<file path="src/rtl/fetch_stage_pkg.sv">
// Shared fetch-stage types and constants.
// Decode imports if_id_t from here so both stages agree on the IF/ID layout.
package fetch_stage_pkg;

    localparam int          FETCH_PC_W     = 9;
    localparam logic [31:0] FETCH_NOP_INST = 32'h0000_0013;

    typedef enum logic {
        RUN    = 1'b0,
        HALTED = 1'b1
    } fetch_state_e;

    typedef struct packed {
        logic [FETCH_PC_W-1:0] pc;
        logic [31:0]           inst;
        logic                  valid;
    } if_id_t;

endpackage

</file>
<file path="src/rtl/fetch_stage_if.sv">
// Bundle of the fetch stage's handshake and bus signals.
// The slave modport is the fetch stage itself; the master side is the surrounding core.
interface fetch_stage_if #(
    parameter int PC_W  = 9,
    parameter int CNT_W = 16
);
    logic             stall;
    logic             pc_sel;
    logic [31:0]      br_pc;
    logic             halt;
    logic [31:0]      inst_rdata;
    logic [PC_W-1:0]  inst_addr;
    logic [PC_W-1:0]  if_id_pc;
    logic [31:0]      if_id_inst;
    logic             if_id_valid;
    logic             halted;
    logic             misalign_err;
    logic [CNT_W-1:0] redirect_cnt;

    modport master (
        output stall, pc_sel, br_pc, halt, inst_rdata,
        input  inst_addr, if_id_pc, if_id_inst, if_id_valid,
               halted, misalign_err, redirect_cnt
    );

    modport slave (
        input  stall, pc_sel, br_pc, halt, inst_rdata,
        output inst_addr, if_id_pc, if_id_inst, if_id_valid,
               halted, misalign_err, redirect_cnt
    );

endinterface

</file>
<file path="src/rtl/fetch_stage_sat_counter.sv">
// Saturating up-counter used for the redirect statistics.
// Once it reaches all-ones it stays there until reset.
module sat_counter #(
    parameter int CNT_W = 16
) (
    input  logic             clk,
    input  logic             reset,
    input  logic             inc,
    output logic [CNT_W-1:0] count
);

    logic [CNT_W-1:0] count_q;

    // Count accepted events, holding at all-ones instead of wrapping
    always_ff @(posedge clk) begin
        if (reset) begin
            count_q <= '0;
        end else if (inc && (count_q != {CNT_W{1'b1}})) begin
            count_q <= count_q + CNT_W'(1);
        end
    end

    assign count = count_q;

endmodule

</file>
<file path="src/rtl/fetch_stage.sv">
// Instruction-fetch stage: PC register, next-PC selection and IF/ID register.
// inst_addr comes straight from the PC flop so EX redirects never form a
// combinational path to instruction memory.
module fetch_stage
    import fetch_stage_pkg::*;
#(
    parameter int          PC_W     = FETCH_PC_W,
    parameter logic [31:0] NOP_INST = FETCH_NOP_INST,
    parameter int          CNT_W    = 16
) (
    input  logic          clk,
    input  logic          reset,
    fetch_stage_if.slave  bus
);

    fetch_state_e    state_q, state_d;
    logic [PC_W-1:0] pc_q, pc_d;
    if_id_t          ifid_q, ifid_d;
    logic            misalign_q, misalign_d;
    logic            redirect_inc;
    logic [PC_W-1:0] redirect_target;

    // Upper target bits beyond the PC width are deliberately dropped
    logic unused_br_bits;
    assign unused_br_bits = ^bus.br_pc[31:PC_W];

    // Redirect targets are always forced onto a word boundary
    assign redirect_target = {bus.br_pc[PC_W-1:2], 2'b00};

    // Next-state selection: redirect beats stall, stall beats sequential fetch
    always_comb begin
        state_d      = state_q;
        pc_d         = pc_q;
        ifid_d       = ifid_q;
        misalign_d   = misalign_q;
        redirect_inc = 1'b0;
        if (state_q == RUN) begin
            if (bus.pc_sel) begin
                pc_d         = redirect_target;
                ifid_d.inst  = NOP_INST;
                ifid_d.valid = 1'b0;
                redirect_inc = 1'b1;
                if (bus.br_pc[1:0] != 2'b00) begin
                    misalign_d = 1'b1;
                end
                if (bus.halt) begin
                    state_d = HALTED;
                end
            end else if (!bus.stall) begin
                pc_d         = pc_q + PC_W'(4);
                ifid_d.pc    = pc_q;
                ifid_d.inst  = bus.inst_rdata;
                ifid_d.valid = 1'b1;
            end
        end
    end

    // State, PC, IF/ID and sticky error registers
    always_ff @(posedge clk) begin
        if (reset) begin
            state_q    <= RUN;
            pc_q       <= '0;
            ifid_q     <= '{pc: '0, inst: NOP_INST, valid: 1'b0};
            misalign_q <= 1'b0;
        end else begin
            state_q    <= state_d;
            pc_q       <= pc_d;
            ifid_q     <= ifid_d;
            misalign_q <= misalign_d;
        end
    end

    sat_counter #(
        .CNT_W (CNT_W)
    ) u_redirect_cnt (
        .clk   (clk),
        .reset (reset),
        .inc   (redirect_inc),
        .count (bus.redirect_cnt)
    );

    assign bus.inst_addr    = pc_q;
    assign bus.if_id_pc     = ifid_q.pc;
    assign bus.if_id_inst   = ifid_q.inst;
    assign bus.if_id_valid  = ifid_q.valid;
    assign bus.halted       = (state_q == HALTED);
    assign bus.misalign_err = misalign_q;

endmodule

</file>
<file path="src/flat_wrapper.sv">
// flat-port wrapper written by rule: the top's interface ports become plain ports
module fetch_stage_flat import fetch_stage_pkg::*;
#(
    parameter int          PC_W     = FETCH_PC_W,
    parameter logic [31:0] NOP_INST = FETCH_NOP_INST,
    parameter int          CNT_W    = 16
)
  (clk, reset, bus_stall, bus_pc_sel, bus_br_pc, bus_halt, bus_inst_rdata, bus_inst_addr, bus_if_id_pc, bus_if_id_inst, bus_if_id_valid, bus_halted, bus_misalign_err, bus_redirect_cnt);
  fetch_stage_if #(.PC_W(PC_W), .CNT_W(CNT_W)) bus_i ();
  input  logic clk;
  input  logic reset;
  input wire logic [$bits(bus_i.stall)-1:0] bus_stall;
  input wire logic [$bits(bus_i.pc_sel)-1:0] bus_pc_sel;
  input wire logic [$bits(bus_i.br_pc)-1:0] bus_br_pc;
  input wire logic [$bits(bus_i.halt)-1:0] bus_halt;
  input wire logic [$bits(bus_i.inst_rdata)-1:0] bus_inst_rdata;
  output wire logic [$bits(bus_i.inst_addr)-1:0] bus_inst_addr;
  output wire logic [$bits(bus_i.if_id_pc)-1:0] bus_if_id_pc;
  output wire logic [$bits(bus_i.if_id_inst)-1:0] bus_if_id_inst;
  output wire logic [$bits(bus_i.if_id_valid)-1:0] bus_if_id_valid;
  output wire logic [$bits(bus_i.halted)-1:0] bus_halted;
  output wire logic [$bits(bus_i.misalign_err)-1:0] bus_misalign_err;
  output wire logic [$bits(bus_i.redirect_cnt)-1:0] bus_redirect_cnt;
  assign bus_i.stall = bus_stall;
  assign bus_i.pc_sel = bus_pc_sel;
  assign bus_i.br_pc = bus_br_pc;
  assign bus_i.halt = bus_halt;
  assign bus_i.inst_rdata = bus_inst_rdata;
  assign bus_inst_addr = bus_i.inst_addr;
  assign bus_if_id_pc = bus_i.if_id_pc;
  assign bus_if_id_inst = bus_i.if_id_inst;
  assign bus_if_id_valid = bus_i.if_id_valid;
  assign bus_halted = bus_i.halted;
  assign bus_misalign_err = bus_i.misalign_err;
  assign bus_redirect_cnt = bus_i.redirect_cnt;
  fetch_stage #(.PC_W(PC_W), .NOP_INST(NOP_INST), .CNT_W(CNT_W)) u_core (.clk(clk), .reset(reset), .bus(bus_i));
endmodule
</file>
<file path="config.mk">
export PLATFORM = sky130hd
export DESIGN_NAME = fetch_stage_flat
export DESIGN_NICKNAME = d
export VERILOG_FILES = /design/src/rtl/fetch_stage_pkg.sv /design/src/rtl/fetch_stage_if.sv /design/src/rtl/fetch_stage_sat_counter.sv /design/src/rtl/fetch_stage.sv /design/src/flat_wrapper.sv
export SDC_FILE = /design/constraint.sdc
export NUM_CORES = 1
export LEC_CHECK = 0
export ABC_AREA = 1
export CORE_MARGIN = 2
export CORE_UTILIZATION = 40
export CTS_CLUSTER_SIZE = 30
export DETAILED_ROUTE_END_ITERATION = 8
export PLACE_DENSITY = 0.79
export SKIP_LAST_GASP = 1
export SLEW_MARGIN = 20
export SYNTH_ARGS = -nofsm -noshare
export SYNTH_HDL_FRONTEND = slang
export SYNTH_SLANG_ARGS = --single-unit
</file>
<file path="constraint.sdc">
create_clock -name clk -period 3 [get_ports clk]
set_clock_uncertainty 0.2 [all_clocks]
set_input_delay 0.6 -clock clk [delete_from_list [all_inputs] [get_ports clk]]
set_output_delay 0.6 -clock clk [all_outputs]
set_load 0.01 [all_outputs]
</file>
Word level (Yosys, flattened, before mapping)
Index checks and enable logic that the tools add are counted.
- register bits: 69
- latch bits: 0
- bits in writable memories: 0
- ROM bits: 0
- input port bits: 69
- output and inout bits: 69
- logic and storage cells: 28
- memories: 0
- add/sub/neg operators: 2
- multipliers: 0
- div/mod/pow operators: 0
- magnitude comparators: 0
- equal/unequal tests: 2
- shift-type cells: 0
- mux-type cells: 9
- bitwise gates (word level): 3
- reduce and logical (&&, ||, !) cells: 5
- operators with widths (operator ; count):
    $mux W33 ; 2
    $mux W9 ; 2
    $add A16 B1 Y16 const B ; 1
    $ne A16 B16 Y1 const B ; 1
    $add A9 B3 Y9 const B ; 1
    $reduce_and A3 Y1 ; 2
    $mux W1 ; 5
    $not A1 Y1 ; 3
    $ne A2 B1 Y1 const B ; 1
    $reduce_and A2 Y1 ; 1
    $reduce_bool A2 Y1 ; 1
    $logic_and A1 B1 Y1 ; 1

Logic depth before layout (Yosys ltp)
- word-level depth: 3
- depth in mapped cells: 10
- gate-level depth less buffers: 10

Modules after synthesis
Synthesis repeated with hierarchy kept, for this count alone.
- cells, all modules: 395
- area, all modules: 2857.7 µm²
- by module, submodules not included (module ; instances ; cells each ; area an instance (µm²) ; seq. area each (µm²)):
    fetch_stage ; 1 ; 246 ; 1928.1 ; 980.9
    sat_counter ; 1 ; 149 ; 929.6 ; 320.3

Worst setup path before layout
Ideal clock, no wire load.
- path kind: reg2reg
- start: register u_core.u_redirect_cnt.count_q[0], in the netlist u_core.u_redirect_cnt.count[0]
- end: register u_core.u_redirect_cnt.count_q[10], in the netlist u_core.u_redirect_cnt.count[10]
- library setup time: 0.142 ns
- arrival: 1.343 ns
- data required time: 2.658 ns
- setup slack: 1.315 ns
- stages on the path, launching flop included: 10
- path buffers: 1
- clock period less this slack: 1.685 ns
- cell sequence: dfxtp_1 -> ha_1 -> nand2_1 -> nor2_4 -> nand2_2 -> nor2_1 -> nor2_2 -> buf_6 -> nand2_1 -> a21oi_2
- cells in the longest elaborated chain, start to end: 2
- elaborated cells between the ends (all ways): 3
- classes of those cells: add/sub: 1; eq/ne: 1; reduce/logical: 1
- RTL lines (what ; RTL line ; source):
    start, declared ; fetch_stage_sat_counter.sv:12 ; logic [CNT_W-1:0] count_q;
    start signal, assigned ; fetch_stage_sat_counter.sv:19 ; count_q <= count_q + CNT_W'(1);
    branches (longest 2 deep; another with $add A16 B1 Y16) ; -- ;
Parallel ways; which one is timed is not known.
A chain may end at the register's enable or synchronous reset.

Worst setup path in the final report
- start: input bus_pc_sel
- end: register u_core.pc_q[8], in the netlist u_core.bus.inst_addr[8]
- cells in the longest elaborated chain, start to end: 2
- elaborated cells between the ends (all ways): 3
- classes of those cells: eq/ne: 1; mux: 1; reduce/logical: 1
- RTL lines (what ; RTL line ; source):
    start, declared ; flat_wrapper.sv:13 ; input wire logic [$bits(bus_i.pc_sel)-1:0] bus_pc_sel;
    $ne A2 B1 Y1 (no source line) ; -- ;
    $reduce_and A2 Y1 (no source line) ; -- ;
    end signal, assigned ; fetch_stage.sv:67 ; pc_q <= pc_d;
    end, declared ; fetch_stage.sv:17 ; logic [PC_W-1:0] pc_q, pc_d;
Parallel ways exist; a longest one is shown, timed or not.

==> Flow_metrics.wiki <==
{| class="wikitable"
! Metric !! Value
|-
| Horiz. Die Dim || 89.2 um
|-
| Capturing element type of the critical path || register
|-
| Maximum number of pins on one net before global-route repair || 43
|-
| Via count of the first global-routing pass || 2,725
|-
| Layout Area Growth over Synthesis || 44.5%
|-
| Final Max Slew Viols || 0
|-
| Clock tree sinks || 65
|-
| Outcome || completed
|-
| Total Nets Final || 566
|-
| Yosys warning total || 0
|-
| Routability Congestion || 0.904
|-
| Data arrival time of the critical path || 2.48 ns
|-
| Post-CTS setup buffer count || 0
|-
| Number of antenna violations at the first check in global routing || 0
|-
| Clock buffer count from CTS || 9
|-
| Iteration-0 DRC Markers || 134
|-
| Master cell of the clock root buffer || sky130_fd_sc_hd__clkbuf_8
|-
| Remaining number of nets flagged by the antenna check after routing || 0
|-
| Antenna diode instance count || 0
|-
| Register bit total from synthesis || 65
|-
| Fraction of synthesized cell area taken by the top area cell type || 44.8%
|-
| Core footprint || 7140 sq um
|-
| RSZ-0062 raised after global routing || false
|-
| CP Cell Sequence || clkdlybuf4s50_1 > inv_2 > nor2_8 > inv_2 > nand2_2 > clkinv_2 > a21oi_1 > a21oi_1
|-
| Crit path max-delay cell type || sky130_fd_sc_hd__clkdlybuf4s50_1
|-
| Clock latency on the worst-skew pair || 0.33 ns
|-
| Maximum fanout along the worst path || 33
|-
| Shortest clock period the worst path allows after layout || 2.46 ns
|-
| Drt via density || 4.78
|-
| Cell accounting for the most synthesized area || sky130_fd_sc_hd__dfxtp_1
|-
| Number of different library cells in the post-synthesis netlist || 34
|-
| Worst hold path type || register to register
|-
| Starting Density || 40.7%
|-
| Grt ovf || 0
|-
| Pre-Repair DR Iteration Count || 4
|-
| Final sum of negative setup slack || 0 ns
|-
| Clock tree from TritonCTS || yes
|-
| Max Clock Freq || 0.406 GHz
|-
| Share of the clock period used by the worst path after layout || 82.2%
|-
| # DRC || 0
|-
| Final setup violation count || 0
|-
| Required time of the worst setup path || 3.01 ns
|-
| Actual transition at the worst max-transition pin || 0.638 ns
|-
| Global-route total usage across every layer || 19.9%
|-
| Share of the core filled with cells || 58.8%
|-
| Layout cell share with drive strength beyond 1 || 9.62%
|-
| Summed instance area of the synthesized netlist || 2910 sq um
|-
| Pre-CTS WS || 0.172 ns
|-
| Placed standard-cell area || 4020 sq um
|-
| Class of the most critical setup path || input port to register
|-
| Leakage Power || 1.56 nW
|-
| Fillers || 675
|-
| Buffers from clock root to sink, at most || 2
|-
| Post-Syn Instances || 390
|-
| Wire length of the first global-routing pass || 12.3 mm
|-
| Worst Slack Setup Final || 0.535 ns
|-
| Hold Violations, Final || 0
|-
| Detailed Route WL || 7.56 mm
|-
| Critical path launch point type || input port
|-
| Clock slew at the register clock pins of the worst setup and hold paths || 0.06 ns
|-
| Cell Rows || 31
|-
| Top-level I/O count || 138
|-
| Post-cts sizing count || 0
|-
| Slowest stage delay, CP || 0.49 ns
|-
| Area of the die || 7960 sq um
|-
| Largest vdd supply drop || 0.317 mV
|-
| Die Ht || 89.2 um
|-
| H-tree depth reported by CTS || 3
|-
| Post-detailed-placement half-perimeter wirelength || 5.44 mm
|-
| Average instance area after synthesis || 7.45 sq um
|-
| Worst rel slew slack || 57.4%
|-
| Post-CTS Hold Fix Bufs || 0
|-
| Share of synthesized area occupied by flip-flops and latches || 44.8%
|-
| Number of buffers added on ports || 110
|-
| Max Cap Viol || 0
|-
| Final Instance Area || 4200 sq um
|-
| WL per Instance || 12.6 um
|-
| Ratio of total power to cell area || 451 nW/um^2
|-
| Total number of vias || 2,861
|-
| Cell types occupying the most area after synthesis || sky130_fd_sc_hd__dfxtp_1 (45%), sky130_fd_sc_hd__nand2_1 (16%), sky130_fd_sc_hd__a21oi_1 (7.4%)
|}
## metal layers
metal,routed length [um],global-route usage [%],vias up
met5,0,0,-
met4,136,9.50,0
met3,623,7.29,14
met2,3600,32.8,102
met1,3200,22.9,1291
li1,-,-,1454
## worst max-delay path, delay by kind of cell
kind | cells | cell delay [ns]
AOI/OAI and AO/OA | 2 | 0.35
and+or+nand+nor | 2 | 0.39
buffers and inverters | 4 | 1.12
## synthesized netlist by cell type (all sizes together)
library cell  instances
nand2               130
dfxtp                65
a21oi                52
nor2                 37
inv                  22
o21ai                17
buf                  15
nand3                14
clkbuf                7
xor2                  5
a31oi                 4
nand4                 4
clkinv                3
nand3b                3
o22ai                 3
ha                    2
or2                   2
conb                  1
nor3b                 1
o211ai                1
o221a                 1
xnor2                 1
## per-stage QoR
| step | hold WS [ns] | total power [W] | instances |
|---|---|---|---|
| 3_3_place_gp | 0.238 | 0.00123 | 583 |
| 3_5_place_dp | 0.245 | 0.00123 | 583 |
| 2_1_floorplan | 0.274 | 0.00109 | 393 |
| 4_1_cts | 0.258 | 0.00191 | 598 |
| 5_1_grt | 0.274 | 0.00199 | 598 |
| 6_report | 0.252 | 0.00189 | 598 |
## cell families (layout without fill, tap and decap cells)
| kind of cell | count (synthesis) | count (layout) | share of synthesized area, % |
|---|---|---|---|
| XOR/XNOR | 6 | 6 | 1.81 |
| flip-flops | 65 | 65 | 44.8 |
| other | 1 | 4 | 0.129 |
| AO/OA/AOI/OAI | 78 | 78 | 15.2 |
| adder cells (fa/ha/maj) | 2 | 2 | 0.861 |
| AND/OR/NAND/NOR | 191 | 191 | 28.6 |
| buffers and inverters | 47 | 153 | 8.61 |
## final cells by class
class                      instances  area (sq um)  area share, %
clock buffer                      12           165           3.93
clock inverter                     3          15.0          0.358
inverter                          25          96.3           2.30
multi-input combinational        281          1370           32.5
sequential                        65          1300           31.0
tap                               99           124           2.95
timing repair buffer             113          1130           26.9
## sequential cells by signal, summed over array words and instances (netlist names)
name,flops
u_core.bus.if_id_pc,7
u_core.bus.inst_addr,7
u_core.bus.halted,1
u_core.u_redirect_cnt.count,16
u_core.bus.if_id_inst,32
u_core.bus.misalign_err,1
u_core.bus.if_id_valid,1
## power breakdown
part	internal, W	switching (W)	leakage (nW)
combinational	0.000150	0.000134	0.934
clock	0.000359	0.000322	0.0980
sequential	0.000899	0.0000305	0.530
total	0.00141	0.000486	1.56
## cells in the final DEF (no fill, tap or decap), types with 2 or more instances in the layout
master                            Yosys  final
sky130_fd_sc_hd__nand3b_1             3      3
sky130_fd_sc_hd__o21ai_0             11     11
sky130_fd_sc_hd__nor2_2               3      3
sky130_fd_sc_hd__nand3_1             14     14
sky130_fd_sc_hd__clkbuf_8             0     12
sky130_fd_sc_hd__nand2_4              2      2
sky130_fd_sc_hd__a31oi_1              4      4
sky130_fd_sc_hd__conb_1               1      4
sky130_fd_sc_hd__inv_1               19     19
sky130_fd_sc_hd__o21ai_1              6      6
sky130_fd_sc_hd__nand2_1            124    124
sky130_fd_sc_hd__inv_2                3      3
sky130_fd_sc_hd__xor2_1               5      5
sky130_fd_sc_hd__clkinv_2             2      5
sky130_fd_sc_hd__dfxtp_1             65     65
sky130_fd_sc_hd__nor2_4               2      2
sky130_fd_sc_hd__nand4_1              4      4
sky130_fd_sc_hd__a21oi_2              9      9
sky130_fd_sc_hd__a21oi_1             43     43
sky130_fd_sc_hd__nand2_2              4      4
sky130_fd_sc_hd__ha_1                 2      2
sky130_fd_sc_hd__o22ai_1              3      3
sky130_fd_sc_hd__clkdlybuf4s50_1      0    109
sky130_fd_sc_hd__nor2_1              31     31
sky130_fd_sc_hd__buf_4                9      2
## worst paths after layout
path | start | depth (start not counted) | slack, ns | to
max reg2reg | u_core.bus.halted$_SDFF_PP0_ | 5 | 0.92 | u_core.bus.inst_addr[8]$_SDFFE_PP0P_
min reg2reg | u_core.bus.misalign_err$_SDFFE_PP0P_ | 2 | 0.25 | u_core.bus.misalign_err$_SDFFE_PP0P_
min | u_core.bus.misalign_err$_SDFFE_PP0P_ | 2 | 0.25 | u_core.bus.misalign_err$_SDFFE_PP0P_
max | bus_pc_sel | 8 | 0.54 | u_core.bus.inst_addr[8]$_SDFFE_PP0P_
(Power assumes the default switching activity.)
